File: src/rtl/seq_multiplier_if.sv
// Start/busy/done handshake and operand/result bundle
// for the iterative execute-stage multiplier.
interface seq_multiplier_if #(
    parameter int WIDTH = 32
);
    logic             start;
    logic             is_signed;
    logic [WIDTH-1:0] op_a;
    logic [WIDTH-1:0] op_b;
    logic             busy;
    logic             done;
    logic [WIDTH-1:0] result_lo;
    logic [WIDTH-1:0] result_hi;

    modport master (
        output start, is_signed, op_a, op_b,
        input  busy, done, result_lo, result_hi
    );

    modport slave (
        input  start, is_signed, op_a, op_b,
        output busy, done, result_lo, result_hi
    );
endinterface

File: src/rtl/seq_multiplier.sv
// Iterative shift-add WIDTHxWIDTH multiplier, one multiplier bit
// per cycle, signed handled by magnitude multiply plus final negate.
module seq_multiplier #(
    parameter int WIDTH = 32
) (
    input logic              clk,
    input logic              rst,
    seq_multiplier_if.slave  bus
);
    localparam int CW = (WIDTH > 1) ? $clog2(WIDTH) : 1;
    localparam logic [CW-1:0] LAST = CW'(WIDTH - 1);

    typedef enum logic [1:0] {
        IDLE = 2'd0,
        RUN  = 2'd1,
        DONE = 2'd2
    } state_t;

    state_t state_q, state_d;
    logic   busy_q, busy_d;
    logic   done_q, done_d;
    logic   load, step, fin;

    logic [CW-1:0]      cnt_q;
    logic [WIDTH-1:0]   mcand_q;
    logic [WIDTH-1:0]   mplier_q;
    logic [2*WIDTH-1:0] acc_q;
    logic               neg_q;
    logic [WIDTH-1:0]   res_lo_q;
    logic [WIDTH-1:0]   res_hi_q;

    logic [WIDTH-1:0]   a_abs, b_abs;
    logic               a_neg, b_neg;
    logic [WIDTH:0]     sum;
    logic [2*WIDTH-1:0] acc_nx;
    logic [2*WIDTH-1:0] prod;

    always_comb begin
        state_d = state_q;
        busy_d  = 1'b0;
        done_d  = 1'b0;
        load    = 1'b0;
        step    = 1'b0;
        fin     = 1'b0;
        unique case (state_q)
            IDLE, DONE: begin
                if (bus.start) begin
                    state_d = RUN;
                    busy_d  = 1'b1;
                    load    = 1'b1;
                end else begin
                    state_d = IDLE;
                end
            end
            RUN: begin
                step = 1'b1;
                if (cnt_q == LAST) begin
                    fin     = 1'b1;
                    state_d = DONE;
                    done_d  = 1'b1;
                end else begin
                    busy_d = 1'b1;
                end
            end
            default: state_d = IDLE;
        endcase
    end

    // |MIN| wraps to itself, which is the correct unsigned magnitude
    always_comb begin
        a_neg = bus.is_signed & bus.op_a[WIDTH-1];
        b_neg = bus.is_signed & bus.op_b[WIDTH-1];
        a_abs = a_neg ? (~bus.op_a + 1'b1) : bus.op_a;
        b_abs = b_neg ? (~bus.op_b + 1'b1) : bus.op_b;
    end

    always_comb begin
        sum = {1'b0, acc_q[2*WIDTH-1:WIDTH]}
            + (mplier_q[0] ? {1'b0, mcand_q} : '0);
        acc_nx = {sum, acc_q[WIDTH-1:1]};
        prod   = neg_q ? (~acc_nx + 1'b1) : acc_nx;
    end

    always_ff @(posedge clk) begin
        if (rst) begin
            state_q  <= IDLE;
            busy_q   <= 1'b0;
            done_q   <= 1'b0;
            cnt_q    <= '0;
            mcand_q  <= '0;
            mplier_q <= '0;
            acc_q    <= '0;
            neg_q    <= 1'b0;
            res_lo_q <= '0;
            res_hi_q <= '0;
        end else begin
            state_q <= state_d;
            busy_q  <= busy_d;
            done_q  <= done_d;
            if (load) begin
                cnt_q    <= '0;
                mcand_q  <= a_abs;
                mplier_q <= b_abs;
                acc_q    <= '0;
                neg_q    <= a_neg ^ b_neg;
            end else if (step) begin
                cnt_q    <= fin ? '0 : cnt_q + 1'b1;
                mplier_q <= mplier_q >> 1;
                acc_q    <= acc_nx;
            end
            if (fin) begin
                res_lo_q <= prod[WIDTH-1:0];
                res_hi_q <= prod[2*WIDTH-1:WIDTH];
            end
        end
    end

    assign bus.busy      = busy_q;
    assign bus.done      = done_q;
    assign bus.result_lo = res_lo_q;
    assign bus.result_hi = res_hi_q;
endmodule

File: src/flat_wrapper.sv
// flat-port wrapper written by rule: the top's interface ports become plain ports
module seq_multiplier_flat 
#(
    parameter int WIDTH = 32
)
  (clk, rst, bus_start, bus_is_signed, bus_op_a, bus_op_b, bus_busy, bus_done, bus_result_lo, bus_result_hi);
  seq_multiplier_if #(.WIDTH(WIDTH)) bus_i ();
  input logic clk;
  input logic rst;
  input wire logic [$bits(bus_i.start)-1:0] bus_start;
  input wire logic [$bits(bus_i.is_signed)-1:0] bus_is_signed;
  input wire logic [$bits(bus_i.op_a)-1:0] bus_op_a;
  input wire logic [$bits(bus_i.op_b)-1:0] bus_op_b;
  output wire logic [$bits(bus_i.busy)-1:0] bus_busy;
  output wire logic [$bits(bus_i.done)-1:0] bus_done;
  output wire logic [$bits(bus_i.result_lo)-1:0] bus_result_lo;
  output wire logic [$bits(bus_i.result_hi)-1:0] bus_result_hi;
  assign bus_i.start = bus_start;
  assign bus_i.is_signed = bus_is_signed;
  assign bus_i.op_a = bus_op_a;
  assign bus_i.op_b = bus_op_b;
  assign bus_busy = bus_i.busy;
  assign bus_done = bus_i.done;
  assign bus_result_lo = bus_i.result_lo;
  assign bus_result_hi = bus_i.result_hi;
  seq_multiplier #(.WIDTH(WIDTH)) u_core (.clk(clk), .rst(rst), .bus(bus_i));
endmodule
File: config.mk
export PLATFORM = sky130hd
export DESIGN_NAME = seq_multiplier_flat
export DESIGN_NICKNAME = d
export VERILOG_FILES = /design/src/rtl/seq_multiplier_if.sv /design/src/rtl/seq_multiplier.sv /design/src/flat_wrapper.sv
export SDC_FILE = /design/constraint.sdc
export NUM_CORES = 1
export LEC_CHECK = 0
export CAP_MARGIN = 5
export CORE_MARGIN = 2
export CORE_UTILIZATION = 57
export CTS_CLUSTER_DIAMETER = 150
export CTS_CLUSTER_SIZE = 28
export DETAILED_ROUTE_END_ITERATION = 10
export MAX_ROUTING_LAYER = met4
export PLACE_DENSITY = 0.78
export SYNTH_ARGS = -nofsm -noshare
export SYNTH_HDL_FRONTEND = slang
export SYNTH_SLANG_ARGS = --single-unit
File: constraint.sdc
create_clock -name clk -period 4.85 [get_ports clk]
set_input_delay 0.97 -clock clk [delete_from_list [all_inputs] [get_ports clk]]
set_output_delay 0.97 -clock clk [all_outputs]
set_load 0.03 [all_outputs]
==> results.cfg <==
[worst_setup_path]
crit_chain = and2_1, ha_1, fa_1, nand3_1, nand2_1, xor2_1, or3_1, or4b_4, or3_4, or3_1, or4b_4, or3_1, a31oi_1
worstSetupStartpointType = flip-flop
r2r-start = u_core.mplier_q[0]$_SDFFE_PP0P_
arrival_ns = 4.94
worstReg2RegEnd = u_core.bus.result_hi[29]$_SDFFE_PP0P_
critical_path_depth = 13
end_kind = flip-flop
reg2regPathDepth = 13
r2r_slack_ns = 0.30
cp_max_fo = 7
path_class = reg2reg
required_ns = 5.25
slowest_stage = or4b_4
worstSetupStartpoint = u_core.mplier_q[0]$_SDFFE_PP0P_
cp_top_family = simple AND/OR/NAND/NOR gates
cp_slowest_stage_delay_ns = 0.54
path_buf_inv = 0
crit_top_cell = or3_1

[hold_path]
min_path_type = reg2reg
min_from = u_core.mcand_q[21]$_SDFFE_PP0P_
min_to = u_core.mcand_q[21]$_SDFFE_PP0P_
holdPathStages = 2

[drt]
firstDrtPassIters = 5
vias_per_cell = 5.91
wirelength_um = 29100
num_vias = 11100
antenna_left = 0
drt_iter0_drc = 599
wl_per_cell_um = 15.6
drcViolationCount = 0

[clock_network]
root_buffer = clkbuf_16
cts_setup_buffers = 0
clock_sinks = 201
cts_tree = yes
clkTransAtPathRegs_ns = 0.11
cts-resized-gates = 0
cts_buffers = 11
clkLatencyLatePin_ns = 0.47
cts_buffer_depth = 3
hold_buffers = 0
htree_levels = 1

[die]
start_util_pct = 58.5
num_rows = 52
dieHeight_um = 149
core_um2 = 20400
die_area_um2 = 22100
die_x_um = 149
io_pins = 134

[status]
outcome = complete, no violations

[yosys]
ys_seq_elements = 201
yosys_most_used_dff = dfxtp_1
synth_cell_types = 74
synth_enable_flop_cells = 0
synth_top_area_share_pct = 33.8
synth_top_area_cell = dfxtp_1
syn_area_per_cell_um2 = 7.72
synth_top_family_by_area = simple AND/OR/NAND/NOR gates
yosysSeqAreaShare_pct = 33.8
synthSimpleGateAreaFrac_pct = 24.3
netlist_area_um2 = 11900
async_flop_share_pct = 0
yosys_warnings = 0
synth_mux_area_share_pct = 0.252
synthAdderAreaFrac_pct = 4.05
synth_compound_area_share_pct = 23.4
synth_nets = 1651
synth.area.top_cells = dfxtp_1, nand2_1, xor2_1
netlist_instances = 1545
synth_xor_area_share_pct = 9.99

[timing]
relSlewSlack_pct = 21.5
final_max_slew_viol_count = 0
finalCriticalPeriod_ns = 4.55
rsz0062_at_grt = no
setup_tns_ns = 0
worst-slew-pin-transition_ns = 1.18
setup_violations = 0
report.final.hold_viol_count = 0
fin_crit_sh_pct = 93.7
fmax_mhz = 220
clock_skew_ns = 0.0256

[grt]
grt_pass1_vias = 9633
grt_pass1_wl_um = 47700
grt_overflow = 0
grtUsageTotal_pct = 26.4
grt_max_degree = 101
antenna_found_initial = 0

[final_layout]
final_cell_mix = nand2_1, dfxtp_1, nor2_1
multi_input_area_um2 = 7410
layout-drive-gt1-share_pct = 3.87
final_common_cell = nand2_1
nets = 1709
insertedDiodeCount = 0
nFillCells = 1824
ff_latch_area_um2 = 4030
area_growth_pct = 14.2

[place]
gp_congestion = 0.949
hpwl_um = 21600
numPortBuffers = 133

[pwr]
clkPwrFrac_pct = 29.5
switching_power_w = 0.000902
peakVddDrop_mv = 0.190
pwr_density_cell_nw_per_um2 = 239
p_sw_share_pct = 27.8
comb_power_share_pct = 16.9
pwr-share-seq_pct = 53.6
p_total_w = 0.00325
cell_internal_pwr_w = 0.00235
power.leakage_nw = 4.77

[flow_run]
maxCapViolations = 0
through the flow:
step / instances / hold WS, ns / util, % / worst slack (ns) / instance area, µm²
floorplan: 1545 / 0.427 / - / 0.481 / 11900
global placement: 1860 / 0.443 / 65.3 / 0.477 / 13300
detailed placement: 1860 / 0.444 / 65.3 / 0.376 / 13300
CTS: 1872 / 0.459 / 66.8 / 0.342 / 13600
global route: 1872 / 0.489 / 66.8 / 0.112 / 13600
finish: 1872 / 0.459 / 66.8 / 0.304 / 13600
tightest hold or removal path, stage by stage, from the launching register on:
cell and delay (ns):
dfxtp_1 0.32, nand2_1 0.05, a21oi_1 0.05
worst max path at each step:
stage	slack, ns	endpoint
2_1_floorplan	0.48	u_core.bus.result_hi[29]$_SDFFE_PP0P_
4_1_cts	0.34	u_core.bus.result_hi[29]$_SDFFE_PP0P_
6_report	0.30	u_core.bus.result_hi[29]$_SDFFE_PP0P_
3_3_place_gp	0.48	u_core.bus.result_hi[29]$_SDFFE_PP0P_
5_1_grt	0.11	u_core.bus.result_hi[29]$_SDFFE_PP0P_
3_5_place_dp	0.38	u_core.bus.result_hi[29]$_SDFFE_PP0P_
logic make-up after synthesis:
| group | after synthesis |
|---|---|
| mux | 3 |
| compound gates | 424 |
| buf+inv | 121 |
| xor+xnor | 136 |
| simple gates | 622 |
| fa+ha+maj | 38 |
| flops | 201 |
synth_stat cells (12+ instances only):
cell,count
nor4_1,14
nand3_1,20
nand4_1,15
a21oi_1,126
a211oi_1,85
ha_1,37
or3_1,21
nand2_1,248
clkbuf_1,88
a311oi_1,42
o41ai_1,13
o21ai_0,66
and2_1,39
nor3_1,25
nor2_1,181
o21a_1,12
dfxtp_1,201
o31ai_1,27
xnor2_1,46
xor2_1,90
buf_1,13
metal layers:
metal	GRT usage [%]	up-vias	wire length, µm
met3	2.02	28	1610
met5	-	-	0
met4	5.24	0	425
met1	38.4	5068	14200
li1	-	5638	-
met2	40.6	329	12900
state kept, by name (all words and copies together), names as in the netlist:
register	count
u_core.neg_q	1
u_core.acc_q	63
u_core.mplier_q	32
u_core.bus.result_lo	32
u_core.mcand_q	32
u_core.cnt_q	5
u_core.state_q	2
u_core.bus.busy	1
u_core.bus.result_hi	32
u_core.bus.done	1
power by group through the flow:
stage / registers, W / clock network (W) / logic [W]
floorplan: 0.00176 / 0 / 0.000385
detailed placement: 0.00178 / 0 / 0.000545
global placement: 0.00178 / 0 / 0.000536
finish: 0.00174 / 0.000957 / 0.000549
CTS: 0.00174 / 0.000983 / 0.000546
global route: 0.00175 / 0.00104 / 0.000605
layout make-up:
cell class	count	share of cell area, %
Tap cell	270	2.48
Timing Repair Buffer	155	11.0
Inverter	11	0.303
Clock inverter	1	0.221
Multi-Input combinational cell	1223	54.4
Sequential cell	201	29.6
Clock buffer	11	2.02
(Power assumes the default switching activity.)
